[src/rtl/fol_pkg.sv]
// Shared constants and types for the first-order low-pass inverse pipeline.
// Q15 coefficient arithmetic helpers live here so every stage agrees on scaling.
package fol_pkg;

    localparam int unsigned Q15_ONE         = 32768;
    localparam int unsigned Q15_SHIFT       = 15;
    localparam int unsigned GAIN_FRAC       = 8;
    localparam int unsigned FOL_INV_LATENCY = 4;

    typedef logic signed [15:0] sample_t;
    typedef logic        [15:0] coef_t;
    typedef logic        [16:0] one_minus_t;

    // 1-a as 17-bit unsigned so a=0 yields exactly 1.0 (32768)
    function automatic one_minus_t one_minus_a(input coef_t a);
        return one_minus_t'(Q15_ONE) - {1'b0, a};
    endfunction

endpackage

[src/rtl/fol_sat_reduce.sv]
// Narrows the wide scaled result to DW bits and flags out-of-range values.
// FOL_INVERSE_SAT_EN selects clamping; otherwise the low DW bits are kept (wrap).
module fol_sat_reduce #(
    parameter int unsigned DW = 16,
    parameter int unsigned GW = 16
) (
    input  logic signed [DW+GW+1:0] i_wide,
    output logic signed [DW-1:0]    o_narrow,
    output logic                    o_ovf
);

    // Value fits in DW bits only when every bit from the DW sign position upward agrees
    logic [GW+2:0] upper;
    assign upper = i_wide[DW+GW+1:DW-1];
    assign o_ovf = !((upper == '0) || (upper == '1));

`ifdef FOL_INVERSE_SAT_EN
    always_comb begin
        o_narrow = i_wide[DW-1:0];
        if (o_ovf) begin
            o_narrow = i_wide[DW+GW+1] ? {1'b1, {(DW-1){1'b0}}}
                                       : {1'b0, {(DW-1){1'b1}}};
        end
    end
`else
    assign o_narrow = i_wide[DW-1:0];
`endif

endmodule

[src/rtl/fol_inverse16.sv]
// Four-stage inverse of y(n)=a*x(n)+(1-a)*y(n-1): x(n)=k*(y(n)-(1-a)*y(n-1)).
// Optional FOL_INVERSE_SAT_EN adds output clamping and the sticky o_sat port.
module fol_inverse16
    import fol_pkg::*;
#(
    parameter int unsigned DW = 16,
    parameter int unsigned GW = 16
) (
    input  logic                 i_clkp,
    input  logic                 i_rstn,
    input  logic [15:0]          i_a0,
    input  logic [GW-1:0]        i_gain,
    input  logic                 i_clear,
    input  logic                 i_valid,
    output logic                 o_ready,
    input  logic signed [DW-1:0] i_sample,
    output logic                 o_valid,
    input  logic                 i_ready,
    output logic signed [DW-1:0] o_sample
`ifdef FOL_INVERSE_SAT_EN
    ,
    output logic                 o_sat
`endif
);

    logic                    stall, adv, accept;
    logic signed [DW-1:0]    y_hist;

    logic                    s0_v, s1_v, s2_v;
    logic signed [DW-1:0]    s0_y, s0_yprev, s1_y;
    coef_t                   s0_a;
    logic [GW-1:0]           s0_k, s1_k, s2_k;
    logic signed [DW+17:0]   s1_prod, s2_diff;
    logic signed [DW+1:0]    s2_d;
    logic signed [DW+GW+2:0] s3_prod;
    logic signed [DW+GW+1:0] s3_wide;
    logic signed [DW-1:0]    s3_narrow;
    logic                    s3_ovf;

    // Single global stall: every stage freezes while the output is blocked
    assign stall   = o_valid && !i_ready;
    assign adv     = !stall;
    assign o_ready = adv;
    assign accept  = i_valid && adv;

    // History: clear wins over the accepted sample, but S0 already captured the old value
    always_ff @(posedge i_clkp or negedge i_rstn) begin
        if (!i_rstn) begin
            y_hist <= '0;
        end else if (i_clear) begin
            y_hist <= '0;
        end else if (accept) begin
            y_hist <= i_sample;
        end
    end

    always_ff @(posedge i_clkp or negedge i_rstn) begin
        if (!i_rstn) begin
            s0_v     <= 1'b0;
            s0_y     <= '0;
            s0_yprev <= '0;
            s0_a     <= '0;
            s0_k     <= '0;
        end else if (adv) begin
            s0_v <= accept;
            if (accept) begin
                s0_y     <= i_sample;
                s0_yprev <= y_hist;
                s0_a     <= i_a0;
                s0_k     <= i_gain;
            end
        end
    end

    always_ff @(posedge i_clkp or negedge i_rstn) begin
        if (!i_rstn) begin
            s1_v    <= 1'b0;
            s1_y    <= '0;
            s1_k    <= '0;
            s1_prod <= '0;
        end else if (adv) begin
            s1_v    <= s0_v;
            s1_y    <= s0_y;
            s1_k    <= s0_k;
            s1_prod <= (DW+18)'($signed({1'b0, one_minus_a(s0_a)})) * (DW+18)'(s0_yprev);
        end
    end

    assign s2_diff = ((DW+18)'(s1_y) <<< Q15_SHIFT) - s1_prod;

    always_ff @(posedge i_clkp or negedge i_rstn) begin
        if (!i_rstn) begin
            s2_v <= 1'b0;
            s2_k <= '0;
            s2_d <= '0;
        end else if (adv) begin
            s2_v <= s1_v;
            s2_k <= s1_k;
            s2_d <= (DW+2)'(s2_diff >>> Q15_SHIFT);
        end
    end

    assign s3_prod = (DW+GW+3)'(s2_d) * (DW+GW+3)'($signed({1'b0, s2_k}));
    assign s3_wide = (DW+GW+2)'(s3_prod >>> GAIN_FRAC);

    fol_sat_reduce #(
        .DW (DW),
        .GW (GW)
    ) u_sat_reduce (
        .i_wide   (s3_wide),
        .o_narrow (s3_narrow),
        .o_ovf    (s3_ovf)
    );

    always_ff @(posedge i_clkp or negedge i_rstn) begin
        if (!i_rstn) begin
            o_valid  <= 1'b0;
            o_sample <= '0;
        end else if (adv) begin
            o_valid <= s2_v;
            if (s2_v) begin
                o_sample <= s3_narrow;
            end
        end
    end

`ifdef FOL_INVERSE_SAT_EN
    always_ff @(posedge i_clkp or negedge i_rstn) begin
        if (!i_rstn) begin
            o_sat <= 1'b0;
        end else if (adv && s2_v && s3_ovf) begin
            o_sat <= 1'b1;
        end
    end
`else
    logic ovf_unused;
    assign ovf_unused = s3_ovf;
`endif

endmodule

[config.mk]
export PLATFORM = sky130hd
export DESIGN_NAME = fol_inverse16
export DESIGN_NICKNAME = d
export VERILOG_FILES = /design/src/rtl/fol_pkg.sv /design/src/rtl/fol_sat_reduce.sv /design/src/rtl/fol_inverse16.sv
export SDC_FILE = /design/constraint.sdc
export NUM_CORES = 2
export LEC_CHECK = 0
export ABC_AREA = 1
export CORE_ASPECT_RATIO = 0.5
export CORE_MARGIN = 1.5
export CORE_UTILIZATION = 45
export CTS_CLUSTER_SIZE = 14
export DETAILED_ROUTE_END_ITERATION = 16
export DONT_BUFFER_PORTS = 1
export PLACE_DENSITY = 0.65
export SLEW_MARGIN = 20
export SYNTH_ARGS = -nofsm -noshare
export SYNTH_HDL_FRONTEND = slang
export SYNTH_SLANG_ARGS = --single-unit
[constraint.sdc]
create_clock -name i_clkp -period 8.6 [get_ports i_clkp]
set_input_delay 1.72 -clock i_clkp [delete_from_list [all_inputs] [get_ports i_clkp]]
set_output_delay 1.72 -clock i_clkp [all_outputs]
set_load 0.02 [all_outputs]
==> results.tsv <==
metric	value	unit
die_area	59700	um2
clk_latency	0.46	ns
grt_max_degree	200	
yosys.area_share.adder	0.400	
grtUsageMet1	0.326	
cap_violations	0	
wl_per_cell	17.2	um
synth_xor_xnor_area_share	0.00937	
synth.distinct_cells	46	
yosysSeqAreaShare	0.190	
start_util	0.456	
reg2reg_setup_slack	1.19	ns
io_buffers	0	
fmax	135	MHz
cts_resized	0	
final_common_cell	nand2_1	
drc_errors	0	
grtUsageTotal	0.243	
routed_wl	70100	um
worstPathRequired	8.93	ns
grt-ovfl-total	0	
clk_pin_slew	0.08	ns
drive_gt1_frac	0.0227	
hold_buffers	0	
period_minus_slack	7.41	ns
hold_viol	0	
path_class	flop to flop	
status	completed	
gr-usage-met3	0.0326	
async_flop_share	1.00	
ant_nets	0	
grt_pass1_vias	21700	
cts_tree	done	
syn-cell-area	26200	um2
grt_pass1_wl	114000	um
setup_tns	0	ns
hold_class	flop to flop	
core_area	57400	um2
pre_cts_slack	1.20	ns
slew_violations	0	
busiest_layer	met2	
finalSetupViolations	0	
max_stage_delay	0.56	ns
crit_slowest_cell	fa_1	
rsz0062_at_grt	false	
cts-buffers-inserted	17	
endpoint_kind	flop	
cts_buffer_depth	2	
place_congestion	0.933	
dr.pass1.iters	5	
die_h	174	um
cts-htree-levels	4	
final.period_utilization	0.862	
post_drt_via_cell_ratio	5.18	
synth.avg_cell_area	7.74	um2
cp_max_fo	11	
arrival	7.74	ns
worst_pin_slew	0.952	ns
drtIter0Drc	1658	
fin_skew	0.0146	ns
n_antenna_cell	0	
root_buffer	clkbuf_16	
areaGrowthSynthToFinish	4.45	%
io_pins	71	
ys.flop_type	dfrtp_1	
grt_antenna_before_repair	0	
fin_nets	3941	
start_kind	flop	
cts_setup_buffers	0	
synthCells	3384	
num_rows	62	
synth-compound-area-share	0.0567	
num_vias	21100	
synth_nets	4035	
relSlewSlack	0.365	
final_cell_mix	nand2_1, inv_1, fa_1	
setup_ws	1.19	ns
cts.sinks	199	
synthMuxAreaShare	0	
dieWidth	344	um
synth-edff-count	0	
synth_top_family_by_area	adder cells	
synth-seq-cells	199	
yosys_warnings	0	
met2_usage	0.407	
synth-simple-area-share	0.218	
place.detailed.hpwl	56300	um
## synth_stat cells (3+ instances only)
cell | number | share of area
a211oi_1 | 3 | 0.00086
a21boi_0 | 4 | 0.0011
a21o_1 | 10 | 0.0029
a21oi_1 | 89 | 0.017
a31oi_1 | 12 | 0.0029
and2_1 | 3 | 0.00072
buf_1 | 10 | 0.0014
buf_2 | 4 | 0.00076
clkbuf_1 | 107 | 0.015
dfrtp_1 | 199 | 0.19
fa_1 | 397 | 0.30
ha_1 | 201 | 0.096
inv_1 | 751 | 0.11
nand2_1 | 970 | 0.14
nand3_1 | 117 | 0.022
nand3b_1 | 4 | 0.0011
nand4_1 | 25 | 0.0060
nor2_1 | 241 | 0.035
nor3_1 | 18 | 0.0034
nor4_1 | 6 | 0.0014
o21a_1 | 3 | 0.00086
o21ai_0 | 122 | 0.023
o21bai_1 | 13 | 0.0037
o22ai_1 | 3 | 0.00072
or2_2 | 18 | 0.0043
xnor2_1 | 22 | 0.0074
xor2_1 | 6 | 0.0020
## logic make-up after synthesis
| group | count (synthesis) |
|---|---|
| AOI/OAI and AO/OA | 269 |
| adders and majority gates | 598 |
| xor gates and xnor gates | 28 |
| buffers and inverters | 877 |
| DFF | 199 |
| and+or+nand+nor | 1413 |
## worst max-delay path: cells and delay by family (launching register included)
family | cells | cell delay, ns
buf+inv | 6 | 0.70
simple gates | 14 | 2.27
fa+ha+maj | 8 | 3.60
flops | 1 | 0.43
compound gates | 2 | 0.26
## metal layers
metal / vias to the layer above / wire length [um] / part of all wire
li1: 9874 / - / -
met1: 10500 / 30400 / 0.43
met2: 604 / 33900 / 0.48
met3: 130 / 3660 / 0.052
met4: 0 / 2110 / 0.030
met5: - / 0 / 0
## worst paths after layout
check	end	from	cells after the start
max in group asynchronous	s0_yprev[9]	i_rstn	0
min reg2reg	s2_k[8]	s1_k[8]	2
min	s2_k[8]	s1_k[8]	2
max	s1_prod[21]	s0_a[0]	30
min in group asynchronous	s1_prod[27]	i_rstn	0
max reg2reg	s1_prod[21]	s0_a[0]	30
## area by class of cell
class | instances | area [um2]
clock buffer | 19 | 443
clock inverter | 13 | 154
fill | 5662 | 30100
inverter | 754 | 2830
multi-input combinational | 2308 | 17900
sequential | 199 | 4980
tap | 768 | 961
timing repair buffer | 10 | 75.1
## metrics by stage
step                      instances  hold WS [ns]   util  instance area [um2]
final                          4071         0.475  0.476                27300
after global routing           4071         0.494  0.476                27300
after CTS                      4071         0.477  0.476                27300
after detailed placement       4039         0.459  0.466                26800
after global placement         4039         0.452  0.466                26800
after floorplan                3384         0.432      -                26200
## flip-flops by register name, indices dropped and copies added (netlist names)
signal / flops
o_sample: 16
o_valid: 1
s0_a: 16
s0_k: 16
s0_v: 1
s0_y: 16
s0_yprev: 16
s1_k: 16
s1_prod: 33
s1_v: 1
s1_y: 16
s2_d: 18
s2_k: 16
s2_v: 1
y_hist: 16
Power is not shown: default switching activity piles up to over one toggle a cycle in this logic, so the estimate is an artifact.
